### src/rtl/iq_coef_pkg.sv
// Shared definitions for the IQ correction coefficient sequencer:
// write-address map, FSM encoding and the identity reset values.
package iq_coef_pkg;

    localparam logic [2:0] ADDR_AMAT11  = 3'd0;
    localparam logic [2:0] ADDR_AMAT21  = 3'd1;
    localparam logic [2:0] ADDR_AMAT12  = 3'd2;
    localparam logic [2:0] ADDR_AMAT22  = 3'd3;
    localparam logic [2:0] ADDR_BVECT1  = 3'd4;
    localparam logic [2:0] ADDR_BVECT2  = 3'd5;
    localparam logic [2:0] ADDR_RSVD    = 3'd6;
    localparam logic [2:0] ADDR_ERR_CLR = 3'd7;

    localparam int NUM_AMAT  = 4;
    localparam int NUM_BVECT = 2;
    localparam int TIMER_W   = 8;

    typedef enum logic [1:0] {
        ST_IDLE   = 2'd0,
        ST_APPLY  = 2'd1,
        ST_SETTLE = 2'd2
    } state_t;

    // Identity transform: unity on the matrix diagonal, zero elsewhere.
    function automatic longint unsigned identity_value(input logic [2:0] addr,
                                                       input int unsigned frac);
        if (addr == ADDR_AMAT11 || addr == ADDR_AMAT22)
            return 64'd1 << frac;
        return 64'd0;
    endfunction

endpackage

### src/rtl/iq_settle_timer.sv
// Down-counter that measures the datapath flush after a coefficient update.
// done is high whenever the count has reached zero.
module iq_settle_timer #(
    parameter int W = 8
) (
    input  logic         clk,
    input  logic         rst,
    input  logic         load,
    input  logic [W-1:0] load_value,
    input  logic         count,
    output logic         done
);

    logic [W-1:0] count_reg, count_next;

    always_comb begin
        count_next = count_reg;
        if (load)
            count_next = load_value;
        else if (count && count_reg != '0)
            count_next = count_reg - W'(1);
    end

    always_ff @(posedge clk or posedge rst) begin
        if (rst)
            count_reg <= '0;
        else
            count_reg <= count_next;
    end

    assign done = (count_reg == '0);

endmodule

### src/rtl/iq_coef_sequencer.sv
// Double-buffered IQ correction coefficients with atomic commit and settle timing.
// Optional readback port enabled by defining IQ_COEF_READBACK_EN.
module iq_coef_sequencer
    import iq_coef_pkg::*;
#(
    parameter int INPUT_WIDTH     = 14,
    parameter int GAIN_WIDTH      = 24,
    parameter int GAIN_WIDTH_FRAC = 12,
    parameter int SETTLE_CYCLES   = 5
) (
    input  logic                   clk,
    input  logic                   rst,
    input  logic                   wr_valid,
    output logic                   wr_ready,
    input  logic [2:0]             wr_addr,
    input  logic [GAIN_WIDTH-1:0]  wr_data,
    input  logic                   commit,
    output logic [GAIN_WIDTH-1:0]  Amat11,
    output logic [GAIN_WIDTH-1:0]  Amat21,
    output logic [GAIN_WIDTH-1:0]  Amat12,
    output logic [GAIN_WIDTH-1:0]  Amat22,
    output logic [INPUT_WIDTH-1:0] Bvect1,
    output logic [INPUT_WIDTH-1:0] Bvect2,
    output logic                   settling,
    output logic                   err
`ifdef IQ_COEF_READBACK_EN
    ,
    input  logic [2:0]             rd_addr,
    output logic [GAIN_WIDTH-1:0]  rd_data
`endif
);

    state_t state_reg, state_next;
    logic   pending_reg, pending_next;
    logic   settling_reg;
    logic   err_reg;
    logic   wr_fire;
    logic   apply;
    logic   timer_load, timer_count, timer_done;

    logic [GAIN_WIDTH-1:0]  amat_active  [NUM_AMAT];
    logic [INPUT_WIDTH-1:0] bvect_active [NUM_BVECT];

    assign wr_ready = (state_reg == ST_IDLE);
    assign wr_fire  = wr_valid && wr_ready;

    // Writes are only accepted in IDLE, so the shadow set is stable during APPLY.
    for (genvar gi = 0; gi < NUM_AMAT; gi++) begin : g_amat
        localparam logic [GAIN_WIDTH-1:0] RESET_VAL =
            GAIN_WIDTH'(identity_value(3'(gi), GAIN_WIDTH_FRAC));
        logic [GAIN_WIDTH-1:0] shadow_reg, active_reg;

        always_ff @(posedge clk or posedge rst) begin
            if (rst) begin
                shadow_reg <= RESET_VAL;
                active_reg <= RESET_VAL;
            end else begin
                if (wr_fire && wr_addr == 3'(gi))
                    shadow_reg <= wr_data;
                if (apply)
                    active_reg <= shadow_reg;
            end
        end
        assign amat_active[gi] = active_reg;
    end

    for (genvar gi = 0; gi < NUM_BVECT; gi++) begin : g_bvect
        localparam logic [INPUT_WIDTH-1:0] RESET_VAL =
            INPUT_WIDTH'(identity_value(ADDR_BVECT1 + 3'(gi), GAIN_WIDTH_FRAC));
        logic [INPUT_WIDTH-1:0] shadow_reg, active_reg;

        always_ff @(posedge clk or posedge rst) begin
            if (rst) begin
                shadow_reg <= RESET_VAL;
                active_reg <= RESET_VAL;
            end else begin
                if (wr_fire && wr_addr == ADDR_BVECT1 + 3'(gi))
                    shadow_reg <= wr_data[INPUT_WIDTH-1:0];
                if (apply)
                    active_reg <= shadow_reg;
            end
        end
        assign bvect_active[gi] = active_reg;
    end

    always_comb begin
        state_next   = state_reg;
        pending_next = pending_reg;
        apply        = 1'b0;
        timer_load   = 1'b0;
        timer_count  = 1'b0;
        case (state_reg)
            ST_IDLE: begin
                if (commit)
                    state_next = ST_APPLY;
            end
            ST_APPLY: begin
                apply      = 1'b1;
                timer_load = 1'b1;
                state_next = ST_SETTLE;
                if (commit)
                    pending_next = 1'b1;
            end
            ST_SETTLE: begin
                timer_count = 1'b1;
                // A commit on the final settle cycle still counts as pending.
                if (timer_done) begin
                    if (pending_reg || commit) begin
                        state_next   = ST_APPLY;
                        pending_next = 1'b0;
                    end else begin
                        state_next = ST_IDLE;
                    end
                end else if (commit) begin
                    pending_next = 1'b1;
                end
            end
            default: state_next = ST_IDLE;
        endcase
    end

    always_ff @(posedge clk or posedge rst) begin
        if (rst) begin
            state_reg    <= ST_IDLE;
            pending_reg  <= 1'b0;
            settling_reg <= 1'b0;
            err_reg      <= 1'b0;
        end else begin
            state_reg    <= state_next;
            pending_reg  <= pending_next;
            settling_reg <= (state_next != ST_IDLE);
            if (wr_fire && wr_addr == ADDR_RSVD)
                err_reg <= 1'b1;
            else if (wr_fire && wr_addr == ADDR_ERR_CLR)
                err_reg <= 1'b0;
        end
    end

    // Loaded on the APPLY edge so SETTLE lasts SETTLE_CYCLES from the active update.
    iq_settle_timer #(
        .W(TIMER_W)
    ) u_settle_timer (
        .clk        (clk),
        .rst        (rst),
        .load       (timer_load),
        .load_value (TIMER_W'(SETTLE_CYCLES - 1)),
        .count      (timer_count),
        .done       (timer_done)
    );

    assign Amat11   = amat_active[0];
    assign Amat21   = amat_active[1];
    assign Amat12   = amat_active[2];
    assign Amat22   = amat_active[3];
    assign Bvect1   = bvect_active[0];
    assign Bvect2   = bvect_active[1];
    assign settling = settling_reg;
    assign err      = err_reg;

`ifdef IQ_COEF_READBACK_EN
    logic [GAIN_WIDTH-1:0] rd_data_reg;

    always_ff @(posedge clk or posedge rst) begin
        if (rst) begin
            rd_data_reg <= '0;
        end else begin
            case (rd_addr)
                ADDR_AMAT11: rd_data_reg <= amat_active[0];
                ADDR_AMAT21: rd_data_reg <= amat_active[1];
                ADDR_AMAT12: rd_data_reg <= amat_active[2];
                ADDR_AMAT22: rd_data_reg <= amat_active[3];
                ADDR_BVECT1: rd_data_reg <= GAIN_WIDTH'($signed(bvect_active[0]));
                ADDR_BVECT2: rd_data_reg <= GAIN_WIDTH'($signed(bvect_active[1]));
                default:     rd_data_reg <= '0;
            endcase
        end
    end

    assign rd_data = rd_data_reg;
`endif

endmodule

### config.mk
export PLATFORM = sky130hd
export DESIGN_NAME = iq_coef_sequencer
export DESIGN_NICKNAME = d
export VERILOG_FILES = /design/src/rtl/iq_coef_pkg.sv /design/src/rtl/iq_settle_timer.sv /design/src/rtl/iq_coef_sequencer.sv
export SDC_FILE = /design/constraint.sdc
export NUM_CORES = 1
export LEC_CHECK = 0
export ABC_CLOCK_PERIOD_IN_PS = 9700
export BUFFER_PORTS_ARGS = -buffer_cell sky130_fd_sc_hd__buf_2
export CAP_MARGIN = 10
export CORE_ASPECT_RATIO = 1.4
export CORE_MARGIN = 2
export CORE_UTILIZATION = 50
export CTS_CLUSTER_DIAMETER = 150
export DETAILED_ROUTE_END_ITERATION = 7
export GPL_ROUTABILITY_DRIVEN = 0
export GPL_TIMING_DRIVEN = 0
export PLACE_DENSITY = 0.73
export RECOVER_POWER = 25
export SYNTH_ARGS = -nofsm -noshare
export SYNTH_HDL_FRONTEND = slang
export SYNTH_SLANG_ARGS = --single-unit
### constraint.sdc
create_clock -name clk -period 9.7 [get_ports clk]
set_input_delay 1.455 -clock clk [delete_from_list [all_inputs] [get_ports clk]]
set_output_delay 1.455 -clock clk [all_outputs]
set_load 0.03 [all_outputs]
[Word-level counts from Yosys, hierarchy flattened]
Index checks and enable logic that the tools add are counted.
Cells by class
  reductions and logical operators: 20
  eq/ne operators: 10
  muxes and demuxes: 14
  add/sub/neg operators: 1
Operators by type and width (number)
  $mux W8: 2
  $eq A3 B3 Y1 const B: 4
  $logic_and A1 B1 Y1: 10
  $logic_not A8 Y1: 1
  $mux W1: 8
  $reduce_bool A2 Y1: 4
  $reduce_bool A8 Y1: 1
  $sub A8 B1 Y8 const B: 1
  $eq A3 B2 Y1 const B: 2
  $pmux W2 S3: 1
  $mux W2: 2
  $eq A3 B1 Y1 const B: 1
  $logic_not A3 Y1: 1
  $ne A3 B3 Y1 const B: 1
  $eq A2 B1 Y1 const B: 1
  $eq A2 B2 Y1 const B: 1
  $logic_not A2 Y1: 1
  $pmux W1 S2: 1
  $reduce_and A2 Y1: 1
  $logic_or A1 B1 Y1: 1
Word-level totals
  output and inout port bits: 127
  word-level logic and storage cells: 62
  register bits: 261
  input bits: 31

[Depth between registers and ports, before layout]
  depth in word-level cells: 5
  gate-level depth with buffers: 8
  depth with buffers taken out: 6

[Cells and area by module]
Synthesis repeated with hierarchy kept, for this count alone.
Second synthesis, totals
  cell total of the unflattened synthesis: 617
  area, all modules: 10161.0 µm²
Modules (own cells, without submodules)
  iq_coef_sequencer: sequential area each 6336.1 µm², times used 1, area an instance 9665.5 µm², cells each 564
  iq_settle_timer: sequential area each 200.2 µm², times used 1, area an instance 495.5 µm², cells each 53

[Worst setup path before layout]
Ideal clock, no wire load.
  path kind: input to register
  start: in wr_addr[2]
  end: reg g_bvect[1].shadow_reg[0]
  cell stages on the path: 4
  setup time: 0.125 ns
  buffers on the path: 1
  path slack: 6.948 ns
  arrival time: 2.627 ns
  data required time: 9.575 ns
  path through: nand3_1 > nor3b_1 > buf_2 > mux2_2
On the way
  cells in the longest elaborated chain, start to end: 2
Ends and longest elaborated chain
  start: declaration: line iq_coef_sequencer.sv:15  | input logic [2:0] wr_addr,
  $eq A3 B3 Y1: line iq_coef_sequencer.sv:77  | if (wr_fire && wr_addr == ADDR_BVECT1 + 3'(gi))
  $logic_and A1 B1 Y1: line iq_coef_sequencer.sv:77
  end signal: assignment: line iq_coef_sequencer.sv:78  | shadow_reg <= wr_data[INPUT_WIDTH-1:0];
  end: declaration: line iq_coef_sequencer.sv:70  | logic [INPUT_WIDTH-1:0] shadow_reg, active_reg;
No other way between the ends.
A chain may end at the register's enable or synchronous reset.

==> parameters.txt <==
Parameter                              Value

Floorplanning
  Horizontal extent of the die    approximately 120 um
  Starting density of the core    0.512
  Placeable core area    slightly below 20000 um^2
  Die extent in y    about 170 um
  Number of rows created at floorplan    60
  Ports placed on the boundary    approximately 160
  Die Outline Area    ~21000 um^2

Placed design
  Worst slack at placement    6.23 ns
  DP Wirelength    around 15000 um
  Number of port buffers    157

Clock tree
  Post-CTS setup buffer count    0
  H-Tree Level Count    1
  Number of clock sinks    261
  Clock-pin slew of the registers on the worst-case setup and hold paths    around 0.06 ns
  CTS Buf Count    24
  Bufs on Longest Clock Path    3
  Worst-skew pair later-pin latency    about 0.51 ns
  PostCTS Resize Cnt    0
  TritonCTS clock tree    done
  Buffer cell driving the clock tree root    sky130_fd_sc_hd__clkbuf_16
  Count of hold-fix buffers inserted at cts    0

Synthesis
  Number of synthesized register bits    261
  Share of the yosys chip area belonging to registers    0.659
  YS warnings    0
  Leading area contributor after synthesis    sky130_fd_sc_hd__dfrtp_1
  Dominant cell by count in the synthesized netlist    sky130_fd_sc_hd__dfrtp_1
  Number of different library cells in the post-synthesis netlist    33
  Gate count after technology mapping    about 610
  Commonest cells in the synthesized netlist    257 x sky130_fd_sc_hd__dfrtp_1, 248 x sky130_fd_sc_hd__mux2_2, 21 x sky130_fd_sc_hd__buf_2, 11 x sky130_fd_sc_hd__nor2_1, 8 x sky130_fd_sc_hd__clkbuf_1
  Net count after synthesis    ~640
  Proportion of register bits with asynchronous set or reset after synthesis    1.00
  Number of synthesized flops with an enable pin    0
  Share of the synthesized area in the top cell type    0.649
  Mean cell area of the mapped netlist    16.4 um^2
  Most frequently used flop master after synthesis    sky130_fd_sc_hd__dfrtp_1
  Ranking of synthesized cells by area    sky130_fd_sc_hd__dfrtp_1 65%, sky130_fd_sc_hd__mux2_2 28%, sky130_fd_sc_hd__buf_2 1.1%
  Synth Cell Area    ~9900 um^2

STA
  Final Max Slew Viols    around 130
  Headroom to the max-slew limit    -2.77
  Setup-violating endpoint count in the final report    0
  Worst setup margin    roughly 4.5 ns
  Final hold viol count    0
  Final Cycle Share    0.536
  Time the final worst path needs with I/O delays and setup    between 5 and 6 ns
  Slew at the pin with the worst max-slew slack    approximately 5.6 ns
  Peak clock frequency supported by timing    just under 200 MHz
  Worst clock skew on the final layout    ~0.008 ns
  Smallest hold slack    between 0.4 and 0.5 ns
  RSZ-0062 raised after global routing    no

Global route
  Antenna violations before repair    1
  Pin count of the biggest net entering global routing    roughly 130
  Total gr overflow    0
  First-pass GRT wire length    between 30000 and 40000 um
  Overall fraction of global-route tracks in use    0.207
  Vias in the first global route    slightly above 6000

Detailed routing
  DRT Wirelength    21400 um
  Wire length per cell    20.2 um
  Via-to-Cell Ratio    between 5 and 6
  Drt initial violations    ~200
  Number of vias after detailed routing    ~5600
  Number of DRC violations after detailed routing    0
  Iteration count of the initial detailed-routing pass    4
  Antenna violation net count after detailed routing    0

Pwr
  Share of power burned in the clock network    0.203
  Static power due to leakage    5.60 nW
  Maximum vdd drop    ~220 uV
  Switching share of power    0.367
  Internal power component    about 3.0 mW
  Switching pwr    approximately 1.7 mW
  Fraction of power consumed by sequential logic    0.411
  Combinational Power Share    0.386
  Overall power    roughly 4.7 mW
  Areal power density over the cells    between 300 and 400 nW/um^2

Status
  Violated checks    capacitance limit, slew limit
  Status    finished, violations left

Critical path
  Delay of the slowest critical-path stage    between 3 and 4 ns
  Critical path required time    9.29 ns
  Highest net fanout along the worst path    130
  Buffering stage count on the worst path with inverters included    2
  Library cell contributing the largest single delay on the critical path    sky130_fd_sc_hd__clkinvlp_2
  Kind of critical path    in -> async
  Startpoint type of the worst setup path    primary input
  Setup crit end kind    asynchronous set/reset pin
  Kind of cell adding the most delay to the critical path    buffers and inverters
  Data arrival time of the critical path    roughly 4.8 ns
  R2R setup slack    approximately 6.9 ns
  Cell chain of the critical path    buf_2 -> clkinvlp_2

Layout
  Fraction of layout instances using a drive strength above 1    0.585
  P&R area growth vs syn    19.5%
  Total number of nets in the final design    a little over 800
  Flip-flop count of the largest register, all copies and words added    96

Min path
  Type of the tightest min-delay check    reg -> reg

Run
  Max capacitance violation total    1
## metal layers
metal | part of all wire | GRT usage | up-vias
met5 | 0 | 0 | -
li1 | - | - | 2503
met2 | 0.52 | 0.364 | 155
met3 | 0.066 | 0.0497 | 43
met4 | 0.030 | 0.0632 | 0
met1 | 0.39 | 0.250 | 2939
## final cells by class
type                       count  area, um^2
antenna                        1        2.50
inverter                       6        23.8
clock inverter                 8        67.6
buffer                        30         144
clock buffer                  36         737
timing repair buffer         158         812
multi-input combinational    309        3210
fill                        1500        7530
sequential                   261        6540
tap                          248         310
## cell families (layout without fill, tap and decap cells)
family                     after synthesis  in the layout  synth area share
xor gates and xnor gates                 5              5           0.00442
and+or+nand+nor                         31             31            0.0168
adders and majority gates                6              6           0.00757
AOI/OAI and AO/OA                       19             19            0.0130
muxes                                  248            248             0.282
other                                    0              1                 0
buffers and inverters                   36            238            0.0170
DFF                                    261            261             0.659
## power groups by stage
stage / clock, mW / sequential [mW] / combinational [mW]
finish: 0.945 / 1.92 / 1.80
global route: 1.01 / 1.98 / 1.93
CTS: 0.967 / 1.92 / 1.83
detailed placement: 0 / 1.93 / 1.83
global placement: 0 / 1.89 / 1.76
floorplan: 0 / 2.37 / 0.825
## stage by stage
stage	TNS, ns	area, um^2	instances	utilization
after floorplan	0	9910	606	-
after global placement	-283.87	11000	1011	0.568
after detailed placement	0	11000	1012	0.570
after CTS	0	11800	1056	0.612
after global routing	0	11800	1057	0.611
final	0	11800	1057	0.611
## worst paths after layout
path                         startpoint                       end  cells past startpoint
min in group asynchronous           rst  g_amat[2].shadow_reg[16]                      2
setup / recovery                    rst  g_amat[3].shadow_reg[19]                      2
hold reg to reg                     err                       err                      2
max in group clk           state_reg[0]                  wr_ready                      3
setup reg to reg           state_reg[0]  g_bvect[1].shadow_reg[7]                      6
hold / removal                      err                       err                      2
## placed cells by master (no fill, tap or decap), types with 2 or more instances in the layout
cell type,n
sky130_fd_sc_hd__dfstp_2,4
sky130_fd_sc_hd__nand2b_1,2
sky130_fd_sc_hd__or4_1,2
sky130_fd_sc_hd__clkbuf_16,25
sky130_fd_sc_hd__buf_2,175
sky130_fd_sc_hd__o211ai_1,3
sky130_fd_sc_hd__a21oi_1,4
sky130_fd_sc_hd__dfrtp_1,257
sky130_fd_sc_hd__nand2_1,5
sky130_fd_sc_hd__clkinv_2,6
sky130_fd_sc_hd__a31oi_1,2
sky130_fd_sc_hd__clkbuf_1,15
sky130_fd_sc_hd__nor2_1,11
sky130_fd_sc_hd__inv_1,5
sky130_fd_sc_hd__o21ai_1,2
sky130_fd_sc_hd__ha_1,6
sky130_fd_sc_hd__o21ai_0,3
sky130_fd_sc_hd__clkbuf_8,7
sky130_fd_sc_hd__nand3_1,2
sky130_fd_sc_hd__mux2_2,248
sky130_fd_sc_hd__xor2_1,4
sky130_fd_sc_hd__and3b_1,2
## tightest hold or removal path, cell delays in order, from the launching register on
cell and delay, ns:
sky130_fd_sc_hd__dfrtp_1 0.35, sky130_fd_sc_hd__nand2_1 0.05, sky130_fd_sc_hd__o21ai_0 0.06
No activity file was read; power rests on OpenSTA's default activity.
